**src/rtl/fifo_ctrl_machine_if.sv**
```systemverilog
// Control/status bundle between the FIFO control FSM (master) and the datapath (slave).
interface fifo_ctrl_machine_if #(
    parameter int NCH   = 4,
    parameter int LIM_W = 3
);
    logic                   init;
    logic [NCH-1:0]         emptys;
    logic [NCH-1:0]         error;
    logic [NCH*LIM_W-1:0]   limit_low;
    logic [NCH*LIM_W-1:0]   limit_high;
    logic [NCH*LIM_W-1:0]   limit_low_out;
    logic [NCH*LIM_W-1:0]   limit_high_out;
    logic                   reset_out;
    logic                   idle_out;
    logic                   active_out;
    logic                   error_out;
    logic [NCH-1:0]         err_chan;
    logic [NCH-1:0]         cfg_err;

    modport master (
        input  init, emptys, error, limit_low, limit_high,
        output limit_low_out, limit_high_out, reset_out, idle_out,
               active_out, error_out, err_chan, cfg_err
    );

    modport slave (
        output init, emptys, error, limit_low, limit_high,
        input  limit_low_out, limit_high_out, reset_out, idle_out,
               active_out, error_out, err_chan, cfg_err
    );
endinterface

```
**src/rtl/fifo_ctrl_machine.sv**
```systemverilog
// Top-level control FSM for the multi-channel FIFO datapath (RESET/INIT/IDLE/ACTIVE/ERROR).
// Optional macro LIMIT_CHECK_EN: reject captured limits where low > high and flag cfg_err.
module fifo_ctrl_machine #(
    parameter int NCH      = 4,
    parameter int LIM_W    = 3,
    parameter int IDLE_DLY = 4
) (
    input  logic                 clk,
    input  logic                 reset,
    fifo_ctrl_machine_if.master  bus
);
    localparam int CNT_W = (IDLE_DLY > 1) ? $clog2(IDLE_DLY) : 1;
    localparam logic [CNT_W-1:0] CNT_LAST = CNT_W'(IDLE_DLY - 1);

    typedef enum logic [4:0] {
        ST_RESET  = 5'b00001,
        ST_INIT   = 5'b00010,
        ST_IDLE   = 5'b00100,
        ST_ACTIVE = 5'b01000,
        ST_ERROR  = 5'b10000
    } state_t;

    state_t           r_state;
    state_t           w_state_next;
    logic [CNT_W-1:0] r_idle_cnt;
    logic [CNT_W-1:0] w_idle_cnt_next;
    logic [NCH-1:0]   r_err_chan;
    logic [NCH-1:0]   w_err_chan_next;
    logic             w_all_empty;
    logic             w_any_err;

    assign w_all_empty = &bus.emptys;
    assign w_any_err   = |bus.error;

    // Active-low reset is handled in the register process; this logic assumes reset=1.
    always_comb begin
        w_state_next    = r_state;
        w_idle_cnt_next = '0;
        case (r_state)
            ST_RESET:  w_state_next = ST_INIT;
            ST_INIT:   if (!bus.init) w_state_next = ST_IDLE;
            ST_IDLE: begin
                if (bus.init)          w_state_next = ST_INIT;
                else if (w_any_err)    w_state_next = ST_ERROR;
                else if (!w_all_empty) w_state_next = ST_ACTIVE;
            end
            ST_ACTIVE: begin
                if (bus.init)       w_state_next = ST_INIT;
                else if (w_any_err) w_state_next = ST_ERROR;
                else if (w_all_empty) begin
                    if (r_idle_cnt == CNT_LAST) w_state_next = ST_IDLE;
                    else                        w_idle_cnt_next = r_idle_cnt + 1'b1;
                end
            end
            ST_ERROR:  if (bus.init) w_state_next = ST_INIT;
            default:   w_state_next = ST_RESET;
        endcase
    end

    // Clearing on the way into INIT lets a simultaneous init+error leave no trace.
    always_comb begin
        w_err_chan_next = r_err_chan;
        if (w_state_next == ST_INIT || w_state_next == ST_RESET)
            w_err_chan_next = '0;
        else if (r_state == ST_IDLE || r_state == ST_ACTIVE || r_state == ST_ERROR)
            w_err_chan_next = r_err_chan | bus.error;
    end

    always_ff @(posedge clk) begin
        if (!reset) begin
            r_state    <= ST_RESET;
            r_idle_cnt <= '0;
            r_err_chan <= '0;
        end else begin
            r_state    <= w_state_next;
            r_idle_cnt <= w_idle_cnt_next;
            r_err_chan <= w_err_chan_next;
        end
    end

    always_comb begin
        bus.reset_out  = 1'b0;
        bus.idle_out   = 1'b0;
        bus.active_out = 1'b0;
        bus.error_out  = 1'b0;
        case (r_state)
            ST_INIT:   bus.reset_out = ~bus.init;
            ST_IDLE:   begin bus.reset_out = 1'b1; bus.idle_out   = 1'b1; end
            ST_ACTIVE: begin bus.reset_out = 1'b1; bus.active_out = 1'b1; end
            ST_ERROR:  bus.error_out = 1'b1;
            default:   bus.reset_out = 1'b0;
        endcase
    end

    assign bus.err_chan = r_err_chan;

    logic [LIM_W-1:0]     r_lim_low  [NCH];
    logic [LIM_W-1:0]     r_lim_high [NCH];
    logic [NCH-1:0]       w_cfg_err;
    logic [NCH*LIM_W-1:0] w_low_packed;
    logic [NCH*LIM_W-1:0] w_high_packed;

    genvar gi;
    generate
        for (gi = 0; gi < NCH; gi++) begin : g_chan
            logic [LIM_W-1:0] w_low_in;
            logic [LIM_W-1:0] w_high_in;
            logic             w_load;

            assign w_low_in  = bus.limit_low[gi*LIM_W +: LIM_W];
            assign w_high_in = bus.limit_high[gi*LIM_W +: LIM_W];
`ifdef LIMIT_CHECK_EN
            logic r_cfg_err;

            assign w_load = bus.init && (w_low_in <= w_high_in);

            always_ff @(posedge clk) begin
                if (!reset)        r_cfg_err <= 1'b0;
                else if (bus.init) r_cfg_err <= ~w_load;
            end
            assign w_cfg_err[gi] = r_cfg_err;
`else
            assign w_load        = bus.init;
            assign w_cfg_err[gi] = 1'b0;
`endif
            always_ff @(posedge clk) begin
                if (!reset) begin
                    r_lim_low[gi]  <= '0;
                    r_lim_high[gi] <= '1;
                end else if (w_load) begin
                    r_lim_low[gi]  <= w_low_in;
                    r_lim_high[gi] <= w_high_in;
                end
            end
        end
    endgenerate

    always_comb begin
        w_low_packed  = '0;
        w_high_packed = '0;
        for (int i = 0; i < NCH; i++) begin
            w_low_packed[i*LIM_W +: LIM_W]  = r_lim_low[i];
            w_high_packed[i*LIM_W +: LIM_W] = r_lim_high[i];
        end
    end

    assign bus.limit_low_out  = w_low_packed;
    assign bus.limit_high_out = w_high_packed;
    assign bus.cfg_err        = w_cfg_err;
endmodule

```
**src/flat_wrapper.sv**
```systemverilog
// flat-port wrapper written by rule: the top's interface ports become plain ports
module fifo_ctrl_machine_flat 
#(
    parameter int NCH      = 4,
    parameter int LIM_W    = 3,
    parameter int IDLE_DLY = 4
)
  (clk, reset, bus_init, bus_emptys, bus_error, bus_limit_low, bus_limit_high, bus_limit_low_out, bus_limit_high_out, bus_reset_out, bus_idle_out, bus_active_out, bus_error_out, bus_err_chan, bus_cfg_err);
  fifo_ctrl_machine_if #(.NCH(NCH), .LIM_W(LIM_W)) bus_i ();
  input  logic clk;
  input  logic reset;
  input wire logic [$bits(bus_i.init)-1:0] bus_init;
  input wire logic [$bits(bus_i.emptys)-1:0] bus_emptys;
  input wire logic [$bits(bus_i.error)-1:0] bus_error;
  input wire logic [$bits(bus_i.limit_low)-1:0] bus_limit_low;
  input wire logic [$bits(bus_i.limit_high)-1:0] bus_limit_high;
  output wire logic [$bits(bus_i.limit_low_out)-1:0] bus_limit_low_out;
  output wire logic [$bits(bus_i.limit_high_out)-1:0] bus_limit_high_out;
  output wire logic [$bits(bus_i.reset_out)-1:0] bus_reset_out;
  output wire logic [$bits(bus_i.idle_out)-1:0] bus_idle_out;
  output wire logic [$bits(bus_i.active_out)-1:0] bus_active_out;
  output wire logic [$bits(bus_i.error_out)-1:0] bus_error_out;
  output wire logic [$bits(bus_i.err_chan)-1:0] bus_err_chan;
  output wire logic [$bits(bus_i.cfg_err)-1:0] bus_cfg_err;
  assign bus_i.init = bus_init;
  assign bus_i.emptys = bus_emptys;
  assign bus_i.error = bus_error;
  assign bus_i.limit_low = bus_limit_low;
  assign bus_i.limit_high = bus_limit_high;
  assign bus_limit_low_out = bus_i.limit_low_out;
  assign bus_limit_high_out = bus_i.limit_high_out;
  assign bus_reset_out = bus_i.reset_out;
  assign bus_idle_out = bus_i.idle_out;
  assign bus_active_out = bus_i.active_out;
  assign bus_error_out = bus_i.error_out;
  assign bus_err_chan = bus_i.err_chan;
  assign bus_cfg_err = bus_i.cfg_err;
  fifo_ctrl_machine #(.NCH(NCH), .LIM_W(LIM_W), .IDLE_DLY(IDLE_DLY)) u_core (.clk(clk), .reset(reset), .bus(bus_i));
endmodule
```
**config.mk**
```make
export PLATFORM = sky130hd
export DESIGN_NAME = fifo_ctrl_machine_flat
export DESIGN_NICKNAME = d
export VERILOG_FILES = /design/src/rtl/fifo_ctrl_machine_if.sv /design/src/rtl/fifo_ctrl_machine.sv /design/src/flat_wrapper.sv
export SDC_FILE = /design/constraint.sdc
export NUM_CORES = 1
export LEC_CHECK = 0
export CORE_UTILIZATION = 35
export CTS_BUF_LIST = sky130_fd_sc_hd__clkbuf_16
export DETAILED_ROUTE_END_ITERATION = 12
export PLACE_DENSITY = 0.69
export SYNTH_ARGS = -nofsm -noshare
export SYNTH_HDL_FRONTEND = slang
export SYNTH_SLANG_ARGS = --single-unit
```
**constraint.sdc**
```tcl
create_clock -name clk -period 2.7 [get_ports clk]
set_clock_uncertainty 0.1 [all_clocks]
set_input_delay 0.54 -clock clk [delete_from_list [all_inputs] [get_ports clk]]
set_output_delay 0.54 -clock clk [all_outputs]
set_load 0.02 [all_outputs]
```
## Yosys cells after proc, flatten, opt, wreduce, memory -nomap -nowiden

Memories as Yosys holds them, arrays and structs flattened.
Index checks and enable logic that the tools add are counted.

- Register bits: 11
- RAM bits: 24
- Output and inout bits: 36
- Logic and storage cells: 61
- Memories kept: 2

- Add/subtract/negate cells: 1
- Equal/unequal tests: 8
- Multiplexer cells: 26
- Bitwise operators: 13
- Reduce and logical (&&, ||, !) cells: 8

Memory list:

| name | depth | bits a word | rd ports | clocked after Yosys merged registers in | wr ports | line | text |
|---|---|---|---|---|---|---|---|
| u_core.r_lim_high | 4 | 3 | 4 | 0 | 4 | fifo_ctrl_machine.sv:98 | `logic [LIM_W-1:0] r_lim_high [NCH];` |
| u_core.r_lim_low | 4 | 3 | 4 | 0 | 4 | fifo_ctrl_machine.sv:97 | `logic [LIM_W-1:0] r_lim_low [NCH];` |

Operators with widths:

| cell | number |
|---|---|
| $mux W5 | 9 |
| $pmux W5 S5 | 1 |
| $mux W3 | 8 |
| $eq A5 B1 Y1 const B | 2 |
| $eq A5 B2 Y1 const B | 2 |
| $reduce_or A9 Y1 | 1 |
| $or A1 B1 Y1 | 8 |
| $mux W1 | 7 |
| $eq A5 B3 Y1 const B | 1 |
| $eq A5 B4 Y1 const B | 1 |
| $eq A5 B5 Y1 const B | 1 |
| $not A1 Y1 | 4 |
| $or A4 B4 Y4 | 1 |
| $reduce_and A4 Y1 | 1 |
| $reduce_or A2 Y1 | 2 |
| $reduce_or A4 Y1 | 1 |
| $logic_or A1 B1 Y1 | 3 |
| $add A2 B1 Y2 const B | 1 |
| $eq A2 B2 Y1 const B | 1 |
| $pmux W1 S2 | 1 |

## Depth between registers and ports, before layout

Gate-level depths: netlist of run 1.

- Depth in word-level cells: 9
- Mapped depth: 5
- Depth with buffers taken out: 4

## Worst setup path before layout of run 1

No wires, ideal clock.

- Path kind: input to register
- From: in bus_init
- To: reg u_core.r_idle_cnt[0]
- Library setup time: 0.065 ns
- Arrival time: 2.168 ns
- Setup slack: 0.367 ns
- Stages on the path: 5
- Cell sequence: clkbuf_1 -> nand2b_1 -> or3b_4 -> nor4_2 -> nor2b_1

- Longest elaborated chain between the ends: 1

Ends and longest elaborated chain:

| what | line | text |
|---|---|---|
| from (decl) | flat_wrapper.sv:12 | `input wire logic [$bits(bus_i.init)-1:0] bus_init;` |
| $reduce_or A9 Y1 (no source line) | - |  |
| to (signal assigned) | fifo_ctrl_machine.sv:76 | `r_idle_cnt <= w_idle_cnt_next;` |
| to (decl) | fifo_ctrl_machine.sv:25 | `logic [CNT_W-1:0] r_idle_cnt;` |

No other way between the ends.
A chain may end at the register's enable or synchronous reset.

## Worst setup path after layout of run 1

- From: reg u_core.r_state[4]
- To: out bus_active_out

- Longest elaborated chain between the ends: 2

Ends and longest elaborated chain:

| what | line | text |
|---|---|---|
| from (decl) | fifo_ctrl_machine.sv:23 | `state_t r_state;` |
| from (signal assigned) | fifo_ctrl_machine.sv:75 | `r_state <= w_state_next;` |
| $eq A5 B4 Y1 | fifo_ctrl_machine.sv:86 | `case (r_state)` |
| $mux W1 | fifo_ctrl_machine.sv:86 |  |
| to (decl) | flat_wrapper.sv:21 | `output wire logic [$bits(bus_i.active_out)-1:0] bus_active_out;` |

No other way between the ends.

==> metrics.cfg, run 1 <==
[status]
run_status=complete, no violations

[global_routing]
track_usage_pct=15.9
grt_max_degree=26
grt_pass1_wl_um=5110
antenna_found_initial=0
first_global_vias=1113
overflow=0

[setup_path]
crit_type=flop to output pin
cp.arrival_ps=1950
cp.required_ps=2060
worst_setup_path_end_kind=output pin
worst_setup_path_start_kind=flop
cp_max_fo=12

[die]
ioPinCount=71
die_h_um=68.3
start_util_pct=37.3
coreArea_um2=4120
dieArea_um2=4660
dieWidth_um=68.3
rows=23

[power_and_ir_drop]
peakVddDrop_mv=0.221
power_leakage_uw=0.000898
p_total_uw=1470
pwr_density_cell_nw_per_um2=619

[clock_network]
ctsRootBufferMaster=clkbuf_16
clk_latency_ps=270
cts.sinks=35
clock_path_buffers=2
cts_htree_levels=2
cts_tree=built
postCtsSetupBuffers=0
clk_pin_slew_ps=50
cts_buffers=5

[final_layout]
final_util_pct=57.7
diodes=0
final_net_count=235
syn2layout_area_growth_pct=54.5
drive_above_1_share_pct=14.1

[synthesis]
synth.ff_latch_count=35
synth_area_um2=1540
synth-edff-count=24
syn_inst=130
ys.flop_type=edfxtp_1
ys_types=38
yosys-top-cells-area=edfxtp_1 47%, dfxtp_1 14%, and3_1 5.3%
synth_top_cell_by_area=edfxtp_1
yosys-top-cells-count=24 x edfxtp_1, 13 x and3_1, 13 x or2_2
ys_seq_area_share_pct=61.2
synth.top_cell.area_share_pct=46.9
yosys_warnings=0
synth_area_per_cell_um2=11.8
async_reset_ff_share_pct=0
synth_most_common_cell=edfxtp_1

[route]
wirelength_um=3440
vias_per_cell=5.00
first_pass_iters=5
wl_per_cell_um=13.8
ant_nets=0
drt_iter0_drc=70
vias=1246
drc=0

[timing]
rsz0062_at_grt=false
min_period_over_period_pct=95.9
max_freq_mhz=386
maxSlewViolCount=0
tightest_slew_ps=710
hold_viol_final=0
period_needed_ps=2590
slew_headroom_pct=52.2
final.setup.tns_ps=0
setup_viol=0

[placement]
gp_congestion=0.743
dp_hpwl_um=2540
numPortBuffers=66

[run]
maxCapViolCount=0

[hold_path]
hp-class=flop to flop

==> per-stage QoR <==
stage                     std cells  cell area (um^2)  hold WS, ps  worst slack (ps)
after floorplan                 133              1550          298               367
after global placement          242              2240          308              1.50
after detailed placement        242              2240          315              40.2
after CTS                       249              2370          324              23.0
after global routing            249              2370          345              9.39
final                           249              2370          322               111
==> flip-flops by register name, indices dropped and copies added (netlist names) <==
name	flops
u_core.r_state	5
u_core.r_idle_cnt	2
u_core.r_lim_high	12
u_core.bus.err_chan	4
u_core.r_lim_low	12
==> power breakdown <==
part           internal [uW]  switching (uW)
sequential               617            33.5
clock                    330             192
combinational            161             137
total                   1110             362
==> layout by cell type (no fill, tap or decap), types with 2 or more instances in the layout <==
cell             Yosys  routed
and3_1              13      13
and2_1               3       3
nor2_1               6       6
clkdlybuf4s50_1      0      65
clkbuf_16            0       5
o31ai_1              2       2
nor2b_1              3       3
nor3_1               5       5
nand2_1              3       3
a21oi_1              8       8
or2_2               13      13
edfxtp_1            24      24
buf_4                4       5
o21ai_0              2       2
dfxtp_1             11      11
nor4_1               2       2
nand2b_1             3       3
conb_1               1       4
==> cell type report <==
class	instances	area, um^2
Clock inverter	2	8.76
Fill cell	325	1740
Sequential cell	35	941
Timing Repair Buffer	71	701
Tap cell	50	62.6
Clock buffer	5	125
Multi-Input combinational cell	85	532
Inverter	1	3.75
==> critical path, stage by stage (launching register included) <==
cell and delay [ps]:
dfxtp_1 410, or3_4 450, nor2_1 180, clkdlybuf4s50_1 630
==> metal layers <==
metal / routed length (um) / GRT usage [%] / share of wire (%) / up-vias
met4: 73 / 8.59 / 2.1 / 0
li1: - / - / - / 597
met3: 370 / 6.17 / 11 / 6
met1: 1480 / 18.3 / 43 / 576
met2: 1520 / 25.1 / 44 / 67
met5: 0 / 0 / 0 / -
==> kinds of logic after synthesis <==
| logic type | synth area share (%) |
|---|---|
| and+or+nand+nor | 23.6 |
| DFF | 61.2 |
| AOI/OAI and AO/OA | 7.41 |
| buffers and inverters | 4.89 |
| xor gates and xnor gates | 1.14 |
| adders and majority gates | 0.814 |
| other | 0.244 |
| muxes | 0.651 |
==> worst paths after layout <==
path | cells after the start | startpoint | to | slack (ps)
worst max-delay path | 3 | u_core.r_state[4]$_SDFF_PN0_ | bus_active_out | 110
worst min-delay path | 1 | u_core.r_idle_cnt[0]$_SDFF_PP0_ | u_core.r_idle_cnt[0]$_SDFF_PP0_ | 320
worst max register to register | 4 | u_core.r_state[4]$_SDFF_PN0_ | u_core.r_idle_cnt[0]$_SDFF_PP0_ | 870
worst min register to register | 1 | u_core.r_idle_cnt[0]$_SDFF_PP0_ | u_core.r_idle_cnt[0]$_SDFF_PP0_ | 320
==> repair_timing <==
action                     CTS  global route
hold buffers                 0             0
resized for setup            0             1
setup endpoints to repair    0             1
(Power assumes the default switching activity.)
==> run 2, diff against run 1 <==
--- a/config.mk
+++ b/config.mk
@@ -5,6 +5,7 @@
 export SDC_FILE = /design/constraint.sdc
 export NUM_CORES = 1
 export LEC_CHECK = 0
+export CAP_MARGIN = 20
 export CORE_UTILIZATION = 35
 export CTS_BUF_LIST = sky130_fd_sc_hd__clkbuf_16
 export DETAILED_ROUTE_END_ITERATION = 12
==> constraint.sdc (replaced) <==
create_clock -name clk -period 2.75 [get_ports clk]
set_clock_uncertainty 0.1 [all_clocks]
set_input_delay 0.55 -clock clk [delete_from_list [all_inputs] [get_ports clk]]
set_output_delay 0.55 -clock clk [all_outputs]
set_load 0.02 [all_outputs]
==> run 2 against run 1 <==
Highest routed layer unchanged. Combinational power is 2% lower. Die area stayed put. Sequential share of layout area is 0.70 points lower. Cell area is 1.8% higher. Critical path type unchanged. Register-to-register slack better by 50 ps. Worst hold slack hardly changed.
==> metrics.cfg, run 2 (synthesized netlist as in run 1, its figures left out) <==
[die]
ioPinCount=71
dieArea_um2=4660
coreArea_um2=4120
start_util_pct=37.3
rows=23
die_h_um=68.3
dieWidth_um=68.3

[route]
first_pass_iters=4
wl_per_cell_um=13.4
wirelength_um=3370
drc=0
drt_iter0_drc=30
ant_nets=0
vias=1221
vias_per_cell=4.86

[hold_path]
hp-class=flop to flop

[timing]
max_freq_mhz=393
worst_slack_ps=208
slew_headroom_pct=54.4
maxSlewViolCount=0
final.setup.tns_ps=0
tightest_slew_ps=678
hold_viol_final=0
min_period_over_period_pct=92.4
setup_viol=0
period_needed_ps=2540
rsz0062_at_grt=false

[clock_network]
cts_tree=built
clk_pin_slew_ps=60
clock_path_buffers=2
ctsRootBufferMaster=clkbuf_16
postCtsHoldBufs=0
cts_buffers=5
cts_htree_levels=2
postCtsSetupBuffers=0
clk_latency_ps=280
cts.sinks=35
cts_resized=0

[final_layout]
syn2layout_area_growth_pct=57.2
layout_common_cells=65 x clkdlybuf4s50_1, 24 x edfxtp_1, 13 x and3_1, 13 x or2_2, 11 x dfxtp_1
final_net_count=236
largestRegisters=u_core.r_lim_high x12, u_core.r_lim_low x12, u_core.r_state x5
final_common_cell=clkdlybuf4s50_1
diodes=0
drive_above_1_share_pct=15.4

[placement]
dp_hpwl_um=2500
numPortBuffers=66
gp_congestion=0.767
pre_cts_ws_ps=53.0

[setup_path]
cp.required_ps=2100
cp.arrival_ps=1890
crit_type=flop to output pin
worst_setup_path_start_kind=flop
worst_setup_path_end_kind=output pin
cp_max_fo=9

[power_and_ir_drop]
peakVddDrop_mv=0.226
pwr_density_cell_nw_per_um2=646
p_total_uw=1560
power_leakage_uw=0.000921

[global_routing]
track_usage_pct=15.8
first_global_vias=1114
grt_pass1_wl_um=5160
grt_max_degree=26
overflow=0
antenna_found_initial=0

[run]
maxCapViolCount=0

[status]
run_status=complete, no violations

## run 2: final cells by class
| cell class | count | area (um^2) |
|---|---|---|
| sequential | 35 | 941 |
| inverter | 1 | 3.75 |
| clock buffer | 5 | 125 |
| fill | 342 | 1700 |
| timing repair buffer | 72 | 708 |
| multi-input combinational | 85 | 532 |
| tap | 50 | 62.6 |
| clock inverter | 3 | 43.8 |
## run 2: critical path: stages (launching register included)
cell,delay [ps]
dfxtp_1,390
or3_4,420
nor2_1,180
clkdlybuf4s50_1,630
## run 2: worst paths after layout
kind | to | slack (ps) | from | cells past startpoint
max | bus_active_out | 210 | u_core.r_state[0]$_SDFF_PN1_ | 3
min | u_core.r_idle_cnt[0]$_SDFF_PP0_ | 320 | u_core.r_idle_cnt[0]$_SDFF_PP0_ | 1
max reg2reg | u_core.r_state[4]$_SDFF_PN0_ | 920 | u_core.r_state[1]$_SDFF_PN0_ | 4
min reg2reg | u_core.r_idle_cnt[0]$_SDFF_PP0_ | 320 | u_core.r_idle_cnt[0]$_SDFF_PP0_ | 1
## run 2: metrics by stage
stage	area, um^2	hold WS [ps]	util, %	instances
after floorplan	1550	298	-	133
after CTS	2410	323	58.7	251
after global routing	2420	356	58.7	251
after global placement	2240	307	54.5	243
after detailed placement	2240	314	54.5	243
final	2420	322	58.7	251
## run 2: report_power, final
group	internal, uW	switching (uW)	leakage (uW)
clock	426	205	0.0000838
combinational	158	134	0.000506
sequential	605	33.2	0.000331
## run 2: per-layer routing
| metal | track usage (%) | share of wire (%) | wire (um) | vias to the layer above |
|---|---|---|---|---|
| met5 | 0 | 0 | 0 | - |
| met4 | 7.81 | 1.6 | 55 | 0 |
| met3 | 5.33 | 10 | 342 | 6 |
| met2 | 25.5 | 45 | 1510 | 66 |
| met1 | 18.5 | 43 | 1460 | 540 |
| li1 | - | - | - | 609 |
